--- src/rtl/sparc_exu_ecl_eccfix_pkg.sv ---
`default_nettype none
// ============================================================================
// Module   : sparc_exu_ecl_eccfix_pkg
// Brief    : Shared field widths, entry metadata layout and FSM encoding
//            for the ECC fix scheduler.
// Revision : 1.0 - initial release
// ============================================================================
package sparc_exu_ecl_eccfix_pkg;

   localparam int RD_W   = 5;
   localparam int CWP_W  = 3;
   localparam int GL_W   = 2;
   localparam int TID_W  = 2;
   localparam int NTHR   = 4;
   localparam int META_W = RD_W + CWP_W + GL_W + TID_W;

   typedef struct packed {
      logic [TID_W-1:0] tid;
      logic [GL_W-1:0]  gl;
      logic [CWP_W-1:0] cwp;
      logic [RD_W-1:0]  rd;
   } fix_meta_t;

   typedef enum logic [1:0] {
      ST_IDLE  = 2'd0,
      ST_WAIT  = 2'd1,
      ST_FORCE = 2'd2
   } fix_state_t;

endpackage
`default_nettype wire

--- src/rtl/sparc_exu_ecl_eccfix_if.sv ---
`default_nettype none
// ============================================================================
// Module   : sparc_exu_ecl_eccfix_if
// Brief    : M-stage capture, W-stage IRF fix write and ECL/IFU status bundle.
// Revision : 1.0 - initial release
// ============================================================================
interface sparc_exu_ecl_eccfix_if
   import sparc_exu_ecl_eccfix_pkg::*;
#(
   parameter int DW = 64
);
   logic              ecc_fix_vld_m;
   logic              ecc_ue_m;
   logic [RD_W-1:0]   eccctl_wb_rd_m;
   logic [CWP_W-1:0]  ecc_cwp_m;
   logic [GL_W-1:0]   ecc_gl_m;
   logic [TID_W-1:0]  ecc_tid_m;
   logic [DW-1:0]     ecc_corr_data_m;
   logic              wb_port_busy_w;

   logic              fix_wen_w;
   logic [RD_W-1:0]   fix_rd_w;
   logic [CWP_W-1:0]  fix_cwp_w;
   logic [GL_W-1:0]   fix_gl_w;
   logic [TID_W-1:0]  fix_tid_w;
   logic [DW-1:0]     fix_data_w;
   logic              ecl_fix_bubble_req;
   logic [NTHR-1:0]   exu_ifu_fix_pend;
   logic              ecl_fix_full;
   logic              fix_ovf_err;

   modport master (
      output ecc_fix_vld_m, ecc_ue_m, eccctl_wb_rd_m, ecc_cwp_m, ecc_gl_m,
             ecc_tid_m, ecc_corr_data_m, wb_port_busy_w,
      input  fix_wen_w, fix_rd_w, fix_cwp_w, fix_gl_w, fix_tid_w, fix_data_w,
             ecl_fix_bubble_req, exu_ifu_fix_pend, ecl_fix_full, fix_ovf_err
   );

   modport slave (
      input  ecc_fix_vld_m, ecc_ue_m, eccctl_wb_rd_m, ecc_cwp_m, ecc_gl_m,
             ecc_tid_m, ecc_corr_data_m, wb_port_busy_w,
      output fix_wen_w, fix_rd_w, fix_cwp_w, fix_gl_w, fix_tid_w, fix_data_w,
             ecl_fix_bubble_req, exu_ifu_fix_pend, ecl_fix_full, fix_ovf_err
   );

endinterface
`default_nettype wire

--- src/rtl/sparc_exu_ecl_eccfix_fifo.sv ---
`default_nettype none
// ============================================================================
// Module   : sparc_exu_ecl_eccfix_fifo
// Brief    : DEPTH x W register FIFO with async reset and occupancy count.
// Revision : 1.0 - initial release
// ============================================================================
module sparc_exu_ecl_eccfix_fifo #(
   parameter int DEPTH = 2,
   parameter int W     = 76
) (
   input  logic                       clk,
   input  logic                       reset,
   input  logic                       push,
   input  logic                       pop,
   input  logic [W-1:0]               din,
   output logic [W-1:0]               dout,
   output logic                       full,
   output logic                       empty,
   output logic [$clog2(DEPTH):0]     count
);
   localparam int AW = $clog2(DEPTH);
   localparam int CW = AW + 1;

   logic [W-1:0]  r_mem [DEPTH];
   logic [AW-1:0] r_wr_ptr;
   logic [AW-1:0] r_rd_ptr;
   logic [CW-1:0] r_count;
   logic          w_push;
   logic          w_pop;

   assign w_push = push & ~full;
   assign w_pop  = pop & ~empty;

   // Pointers are exactly log2(DEPTH) wide so they wrap without compare logic.
   always_ff @(posedge clk or posedge reset) begin
      if (reset) begin
         r_wr_ptr <= '0;
         r_rd_ptr <= '0;
         r_count  <= '0;
         for (int i = 0; i < DEPTH; i++) r_mem[i] <= '0;
      end else begin
         if (w_push) begin
            r_mem[r_wr_ptr] <= din;
            r_wr_ptr        <= r_wr_ptr + 1'b1;
         end
         if (w_pop) r_rd_ptr <= r_rd_ptr + 1'b1;
         r_count <= r_count + CW'(w_push) - CW'(w_pop);
      end
   end

   assign dout  = r_mem[r_rd_ptr];
   assign full  = (r_count == CW'(DEPTH));
   assign empty = (r_count == '0);
   assign count = r_count;

endmodule
`default_nettype wire

--- src/rtl/sparc_exu_ecl_eccfix.sv ---
`default_nettype none
// ============================================================================
// Module   : sparc_exu_ecl_eccfix
// Brief    : Queues correctable IRF errors and writes the fixes back on free
//            W slots, forcing a bubble when a fix has waited too long.
// Revision : 1.0 - initial release
// ============================================================================
module sparc_exu_ecl_eccfix
   import sparc_exu_ecl_eccfix_pkg::*;
#(
   parameter int DEPTH   = 2,
   parameter int DW      = 64,
   parameter int MAXWAIT = 7
) (
   input  logic                   clk,
   input  logic                   reset,
   sparc_exu_ecl_eccfix_if.slave  bus
);
   localparam int         CW        = $clog2(DEPTH) + 1;
   localparam int         EW        = DW + META_W;
   localparam logic [2:0] MAXWAIT_C = 3'(MAXWAIT);

   fix_meta_t       w_in_meta;
   fix_meta_t       w_head_meta;
   logic [EW-1:0]   w_din;
   logic [EW-1:0]   w_dout;
   logic            w_full;
   logic            w_empty;
   logic [CW-1:0]   w_count;
   logic [CW-1:0]   w_count_nxt;
   logic            w_enq;
   logic            w_deq;
   logic            w_head_vld;
   logic [2:0]      r_wait_cnt;
   logic [2:0]      w_wait_nxt;
   fix_state_t      r_state;
   fix_state_t      w_state_nxt;
   logic            r_ovf;
   logic [CW-1:0]   r_tid_cnt [NTHR];
   logic [NTHR-1:0] w_pend;

   assign w_in_meta = '{tid: bus.ecc_tid_m, gl: bus.ecc_gl_m,
                        cwp: bus.ecc_cwp_m, rd: bus.eccctl_wb_rd_m};
   assign w_din       = {w_in_meta, bus.ecc_corr_data_m};
   assign w_enq       = bus.ecc_fix_vld_m & ~bus.ecc_ue_m & ~w_full;
   assign w_head_vld  = ~w_empty;
   assign w_deq       = w_head_vld & ~bus.wb_port_busy_w;
   assign w_head_meta = fix_meta_t'(w_dout[EW-1:DW]);
   assign w_count_nxt = w_count + CW'(w_enq) - CW'(w_deq);

   sparc_exu_ecl_eccfix_fifo #(
      .DEPTH (DEPTH),
      .W     (EW)
   ) u_fifo (
      .clk   (clk),
      .reset (reset),
      .push  (w_enq),
      .pop   (w_deq),
      .din   (w_din),
      .dout  (w_dout),
      .full  (w_full),
      .empty (w_empty),
      .count (w_count)
   );

   // Fields are gated by head_vld so stale RAM contents never reach the IRF.
   assign bus.fix_wen_w  = w_deq;
   assign bus.fix_rd_w   = w_head_vld ? w_head_meta.rd  : '0;
   assign bus.fix_cwp_w  = w_head_vld ? w_head_meta.cwp : '0;
   assign bus.fix_gl_w   = w_head_vld ? w_head_meta.gl  : '0;
   assign bus.fix_tid_w  = w_head_vld ? w_head_meta.tid : '0;
   assign bus.fix_data_w = w_head_vld ? w_dout[DW-1:0] : '0;

   always_comb begin
      w_wait_nxt = r_wait_cnt;
      if (!w_head_vld || w_deq)
         w_wait_nxt = 3'd0;
      else if (r_wait_cnt != 3'd7)
         w_wait_nxt = r_wait_cnt + 3'd1;

      w_state_nxt = ST_WAIT;
      if (w_count_nxt == '0)
         w_state_nxt = ST_IDLE;
      else if (w_wait_nxt >= MAXWAIT_C)
         w_state_nxt = ST_FORCE;
   end

   always_comb begin
      w_pend = '0;
      for (int t = 0; t < NTHR; t++) w_pend[t] = (r_tid_cnt[t] != '0);
   end

   // Per-thread occupancy lets a thread's pend survive until its last entry.
   always_ff @(posedge clk or posedge reset) begin
      if (reset) begin
         r_wait_cnt <= '0;
         r_state    <= ST_IDLE;
         r_ovf      <= 1'b0;
         for (int t = 0; t < NTHR; t++) r_tid_cnt[t] <= '0;
      end else begin
         r_wait_cnt <= w_wait_nxt;
         r_state    <= w_state_nxt;
         if (bus.ecc_fix_vld_m && !bus.ecc_ue_m && w_full) r_ovf <= 1'b1;
         for (int t = 0; t < NTHR; t++)
            r_tid_cnt[t] <= r_tid_cnt[t]
                          + CW'(w_enq && (w_in_meta.tid == TID_W'(t)))
                          - CW'(w_deq && (w_head_meta.tid == TID_W'(t)));
      end
   end

   assign bus.ecl_fix_bubble_req = (r_state == ST_FORCE);
   assign bus.exu_ifu_fix_pend   = w_pend;
   assign bus.ecl_fix_full       = w_full;
   assign bus.fix_ovf_err        = r_ovf;

endmodule
`default_nettype wire

--- src/flat_wrapper.sv ---
// flat-port wrapper written by rule: the top's interface ports become plain ports
module sparc_exu_ecl_eccfix_flat import sparc_exu_ecl_eccfix_pkg::*;
#(
   parameter int DEPTH   = 2,
   parameter int DW      = 64,
   parameter int MAXWAIT = 7
)
  (clk, reset, bus_ecc_fix_vld_m, bus_ecc_ue_m, bus_eccctl_wb_rd_m, bus_ecc_cwp_m, bus_ecc_gl_m, bus_ecc_tid_m, bus_ecc_corr_data_m, bus_wb_port_busy_w, bus_fix_wen_w, bus_fix_rd_w, bus_fix_cwp_w, bus_fix_gl_w, bus_fix_tid_w, bus_fix_data_w, bus_ecl_fix_bubble_req, bus_exu_ifu_fix_pend, bus_ecl_fix_full, bus_fix_ovf_err);
  sparc_exu_ecl_eccfix_if #(.DW(DW)) bus_i ();
  input  logic clk;
  input  logic reset;
  input wire logic [$bits(bus_i.ecc_fix_vld_m)-1:0] bus_ecc_fix_vld_m;
  input wire logic [$bits(bus_i.ecc_ue_m)-1:0] bus_ecc_ue_m;
  input wire logic [$bits(bus_i.eccctl_wb_rd_m)-1:0] bus_eccctl_wb_rd_m;
  input wire logic [$bits(bus_i.ecc_cwp_m)-1:0] bus_ecc_cwp_m;
  input wire logic [$bits(bus_i.ecc_gl_m)-1:0] bus_ecc_gl_m;
  input wire logic [$bits(bus_i.ecc_tid_m)-1:0] bus_ecc_tid_m;
  input wire logic [$bits(bus_i.ecc_corr_data_m)-1:0] bus_ecc_corr_data_m;
  input wire logic [$bits(bus_i.wb_port_busy_w)-1:0] bus_wb_port_busy_w;
  output wire logic [$bits(bus_i.fix_wen_w)-1:0] bus_fix_wen_w;
  output wire logic [$bits(bus_i.fix_rd_w)-1:0] bus_fix_rd_w;
  output wire logic [$bits(bus_i.fix_cwp_w)-1:0] bus_fix_cwp_w;
  output wire logic [$bits(bus_i.fix_gl_w)-1:0] bus_fix_gl_w;
  output wire logic [$bits(bus_i.fix_tid_w)-1:0] bus_fix_tid_w;
  output wire logic [$bits(bus_i.fix_data_w)-1:0] bus_fix_data_w;
  output wire logic [$bits(bus_i.ecl_fix_bubble_req)-1:0] bus_ecl_fix_bubble_req;
  output wire logic [$bits(bus_i.exu_ifu_fix_pend)-1:0] bus_exu_ifu_fix_pend;
  output wire logic [$bits(bus_i.ecl_fix_full)-1:0] bus_ecl_fix_full;
  output wire logic [$bits(bus_i.fix_ovf_err)-1:0] bus_fix_ovf_err;
  assign bus_i.ecc_fix_vld_m = bus_ecc_fix_vld_m;
  assign bus_i.ecc_ue_m = bus_ecc_ue_m;
  assign bus_i.eccctl_wb_rd_m = bus_eccctl_wb_rd_m;
  assign bus_i.ecc_cwp_m = bus_ecc_cwp_m;
  assign bus_i.ecc_gl_m = bus_ecc_gl_m;
  assign bus_i.ecc_tid_m = bus_ecc_tid_m;
  assign bus_i.ecc_corr_data_m = bus_ecc_corr_data_m;
  assign bus_i.wb_port_busy_w = bus_wb_port_busy_w;
  assign bus_fix_wen_w = bus_i.fix_wen_w;
  assign bus_fix_rd_w = bus_i.fix_rd_w;
  assign bus_fix_cwp_w = bus_i.fix_cwp_w;
  assign bus_fix_gl_w = bus_i.fix_gl_w;
  assign bus_fix_tid_w = bus_i.fix_tid_w;
  assign bus_fix_data_w = bus_i.fix_data_w;
  assign bus_ecl_fix_bubble_req = bus_i.ecl_fix_bubble_req;
  assign bus_exu_ifu_fix_pend = bus_i.exu_ifu_fix_pend;
  assign bus_ecl_fix_full = bus_i.ecl_fix_full;
  assign bus_fix_ovf_err = bus_i.fix_ovf_err;
  sparc_exu_ecl_eccfix #(.DEPTH(DEPTH), .DW(DW), .MAXWAIT(MAXWAIT)) u_core (.clk(clk), .reset(reset), .bus(bus_i));
endmodule
--- config.mk ---
export PLATFORM = sky130hd
export DESIGN_NAME = sparc_exu_ecl_eccfix_flat
export DESIGN_NICKNAME = d
export VERILOG_FILES = /design/src/rtl/sparc_exu_ecl_eccfix_pkg.sv /design/src/rtl/sparc_exu_ecl_eccfix_if.sv /design/src/rtl/sparc_exu_ecl_eccfix_fifo.sv /design/src/rtl/sparc_exu_ecl_eccfix.sv /design/src/flat_wrapper.sv
export SDC_FILE = /design/constraint.sdc
export NUM_CORES = 1
export LEC_CHECK = 0
export BUFFER_PORTS_ARGS = -buffer_cell sky130_fd_sc_hd__buf_2
export CORE_UTILIZATION = 40
export DETAILED_ROUTE_END_ITERATION = 12
export HOLD_SLACK_MARGIN = 0.03
export PLACE_DENSITY_LB_ADDON = 0.05
export SYNTH_ARGS = -nofsm -noshare
export SYNTH_HDL_FRONTEND = slang
export SYNTH_HIERARCHICAL = 1
export SYNTH_SLANG_ARGS = --single-unit
--- constraint.sdc ---
create_clock -name clk -period 6.6 [get_ports clk]
set_input_delay 0.99 -clock clk [delete_from_list [all_inputs] [get_ports clk]]
set_output_delay 0.99 -clock clk [all_outputs]
set_load 0.03 [all_outputs]
==> metrics.csv <==
metric;value;unit
status;complete, no violations;
Crit Path Max Fanout;47;
Top FF cell, synth;dfrtp_1;
WHS;480;ps
Max Freq;0.264;GHz
PostCTS Resize Cnt;0;
post-layout min period;3790;ps
Synth async-reset ratio;100;%
Area growth syn-to-layout;18.5;%
Post-CTS Hold Buffers;0;
Wirelength per Cell;17.1;um
Worst Max-Slew Pin Slew;1140;ps
post-synthesis sequential area ratio;51.4;%
Initial Util;40.9;%
All-Layer GR Usage;17.4;%
chip height;146;um
Synth Area in Compound Gates;0.453;%
largest net degree at the start of global routing;88;
Worst setup EP type;primary output;
critical path type;reg2out;
share of cells above drive strength 1;58.1;%
cell area after synthesis;8280;sq um
row count;52;
vias in the first global route;5560;
post-DP HPWL;11.1;mm
crit path launch type;flip-flop;
Leak Pwr;4.59;nW
power per standard cell area;597;nW/um^2
Ys Warns;6;
setup violators final;0;
Die Width;146;um
RSZ-0062 raised after global routing;no;
critical path cell sequence;nor2_4, buf_4, nor2_1, buf_2;
CTS tree;built;
Slew Limit Fails;0;
Ports;165;
most frequent cells in the layout;188 x mux2_2, 169 x dfrtp_1, 164 x buf_2, 79 x nor2b_1, 40 x mux2_4;
I/O Buffers;164;
initial antenna violation count;3;
full die area;21300;sq um
syn_area_per_cell;14.1;sq um
post-synthesis xor/xnor area fraction;1.77;%
main combinational cell family by area after synthesis;multiplexers;
Initial DRC Count;136;
Inserted Clock Buffers;17;
CTS root buffer;clkbuf_16;
first-pass GRT wire length;28.9;mm
Worst-path clk slew;70;ps
Tcrit/Tclk final;57.4;%
Pre-Repair DR Iteration Count;4;
Comb pwr share;50.3;%
post-CTS setup buffers;0;
CTS Sinks;170;
nets@finish;833;
Flop pwr share;32.9;%
Total Wirelength;17.5;mm
cells after synthesis;588;
HP Class;reg2reg;
Adder-Cell Fraction of Synth Area;1.96;%
post-synthesis simple-gate area fraction;8.05;%
post-synth cell types;35;
Final TNS setup;0;ps
Sw Ratio;39.9;%
via count;4967;
#FFs+latches synth;170;
Switch Pwr;0.00234;W
Final ANT Viol Nets;0;
core area;20200;sq um
total nets after synthesis;682;
Crit path largest cell delay;790;ps
Pint;0.00352;W
Post-synth EDFFs;0;
critical path data required time;5610;ps
peak supply drop;0.284;mV
Fin. Hold Viols;0;
GRT Residual Overflow;0;
Rel. slew slack;24.0;%
max-cap viol count;0;
DRC;0;
Longest Clk Path Bufs;2;
mux cell area share after synthesis;32.8;%
vias per cell;4.86;
slowest library cell on the worst path;nor2_4;
Clock Power Share;16.8;%
Placer Congestion;0.725;
H-tree depth;4;
worst-skew pair later-pin latency;420;ps
clock skew;6.08;ps
most common cell after layout, fill and taps aside;mux2_2;
Worst EP arrival;2800;ps
-- worst max-delay path, delay by kind of cell (launching register included) --
kind	cells	cell delay, ps
AND/OR/NAND/NOR	2	1020
buffers and inverters	2	860
flip-flops	1	470
-- registers in the layout, indices dropped and copies added, names as in the netlist --
register,count
u_core/u_fifo/r_mem,152
u_core/r_state,2
u_core/r_wait_cnt,3
u_core/bus.fix_ovf_err,1
u_core/u_fifo/count,2
u_core/u_fifo/r_rd_ptr,1
u_core/u_fifo/r_wr_ptr,1
u_core/r_tid_cnt,8
-- final timing paths --
check | startpoint | to | slack [ps] | depth (start not counted)
max reg2reg | u_core/u_fifo/count[1]$_DFF_PP0_ | u_core/r_state[1]$_DFF_PP0_ | 3270 | 9
min reg2reg | u_core/bus.fix_ovf_err$_DFFE_PP0P_ | u_core/bus.fix_ovf_err$_DFFE_PP0P_ | 480 | 1
min in group asynchronous | reset | u_core/r_tid_cnt[2]$_DFF_PP0_ | 640 | 2
max in group asynchronous | reset | u_core/u_fifo/r_mem[70]$_DFFE_PP0P_ | 4400 | 3
max | u_core/u_fifo/count[1]$_DFF_PP0_ | bus_fix_wen_w | 2810 | 4
min | u_core/bus.fix_ovf_err$_DFFE_PP0P_ | u_core/bus.fix_ovf_err$_DFFE_PP0P_ | 480 | 1
-- logic make-up (layout without fill, tap and decap cells) --
| kind of cell | count (synthesis) | count (layout) |
|---|---|---|
| muxes | 228 | 228 |
| DFF | 170 | 170 |
| and+or+nand+nor | 110 | 110 |
| buffers and inverters | 47 | 210 |
| xor gates and xnor gates | 15 | 15 |
| adders and majority gates | 13 | 13 |
| AOI/OAI and AO/OA | 5 | 5 |
| other | 0 | 2 |
-- per-stage QoR --
step / cell area, sq um / util [%] / setup WS (ps) / total power (W) / std cells
after floorplan: 8280 / - / 1400 / 0.00419 / 588
after global placement: 9230 / 45.6 / 3000 / 0.00484 / 990
after detailed placement: 9230 / 45.6 / 2960 / 0.00492 / 990
after CTS: 9800 / 48.5 / 2690 / 0.00594 / 1021
after global routing: 9810 / 48.5 / 2560 / 0.00623 / 1022
final: 9810 / 48.5 / 2810 / 0.00585 / 1023
-- synth_stat cells, types with 2 or more instances --
cell	number	share of area, %
buf_1	2	0.091
buf_12	4	0.97
buf_2	16	0.97
buf_4	4	0.36
clkbuf_1	8	0.36
dfrtp_1	170	51
ha_1	13	2.0
inv_1	11	0.50
mux2_2	188	26
mux2_4	40	7.3
nand2_1	5	0.23
nand2b_1	2	0.15
nand3_1	2	0.12
nor2_1	9	0.41
nor2b_1	79	6.0
or2_2	4	0.30
xnor2_1	13	1.4
-- per-layer routing --
metal  global-route usage (%)  part of all wire (%)
met2                     28.6                    49
met4                     6.68                   1.6
met1                     21.4                    44
met5                        0                 0.074
met3                     5.24                   5.6
-- cell type report --
class | instances | area (sq um)
clock inverters | 13 | 144
multi-input cells | 371 | 3740
well taps | 270 | 338
inverters | 11 | 46.3
fillers | 1835 | 10400
diodes | 2 | 5.00
clock buffers | 18 | 429
repair buffers | 168 | 851
flip-flops and latches | 170 | 4260
-- power by group through the flow --
stage	logic [W]	registers [W]	clock network [W]
after CTS	0.00299	0.00193	0.00102
after global routing	0.00317	0.00200	0.00105
after detailed placement	0.00297	0.00195	0
after floorplan	0.00243	0.00176	0
final	0.00294	0.00193	0.000982
after global placement	0.00293	0.00191	0
No activity file was read; power rests on OpenSTA's default activity.
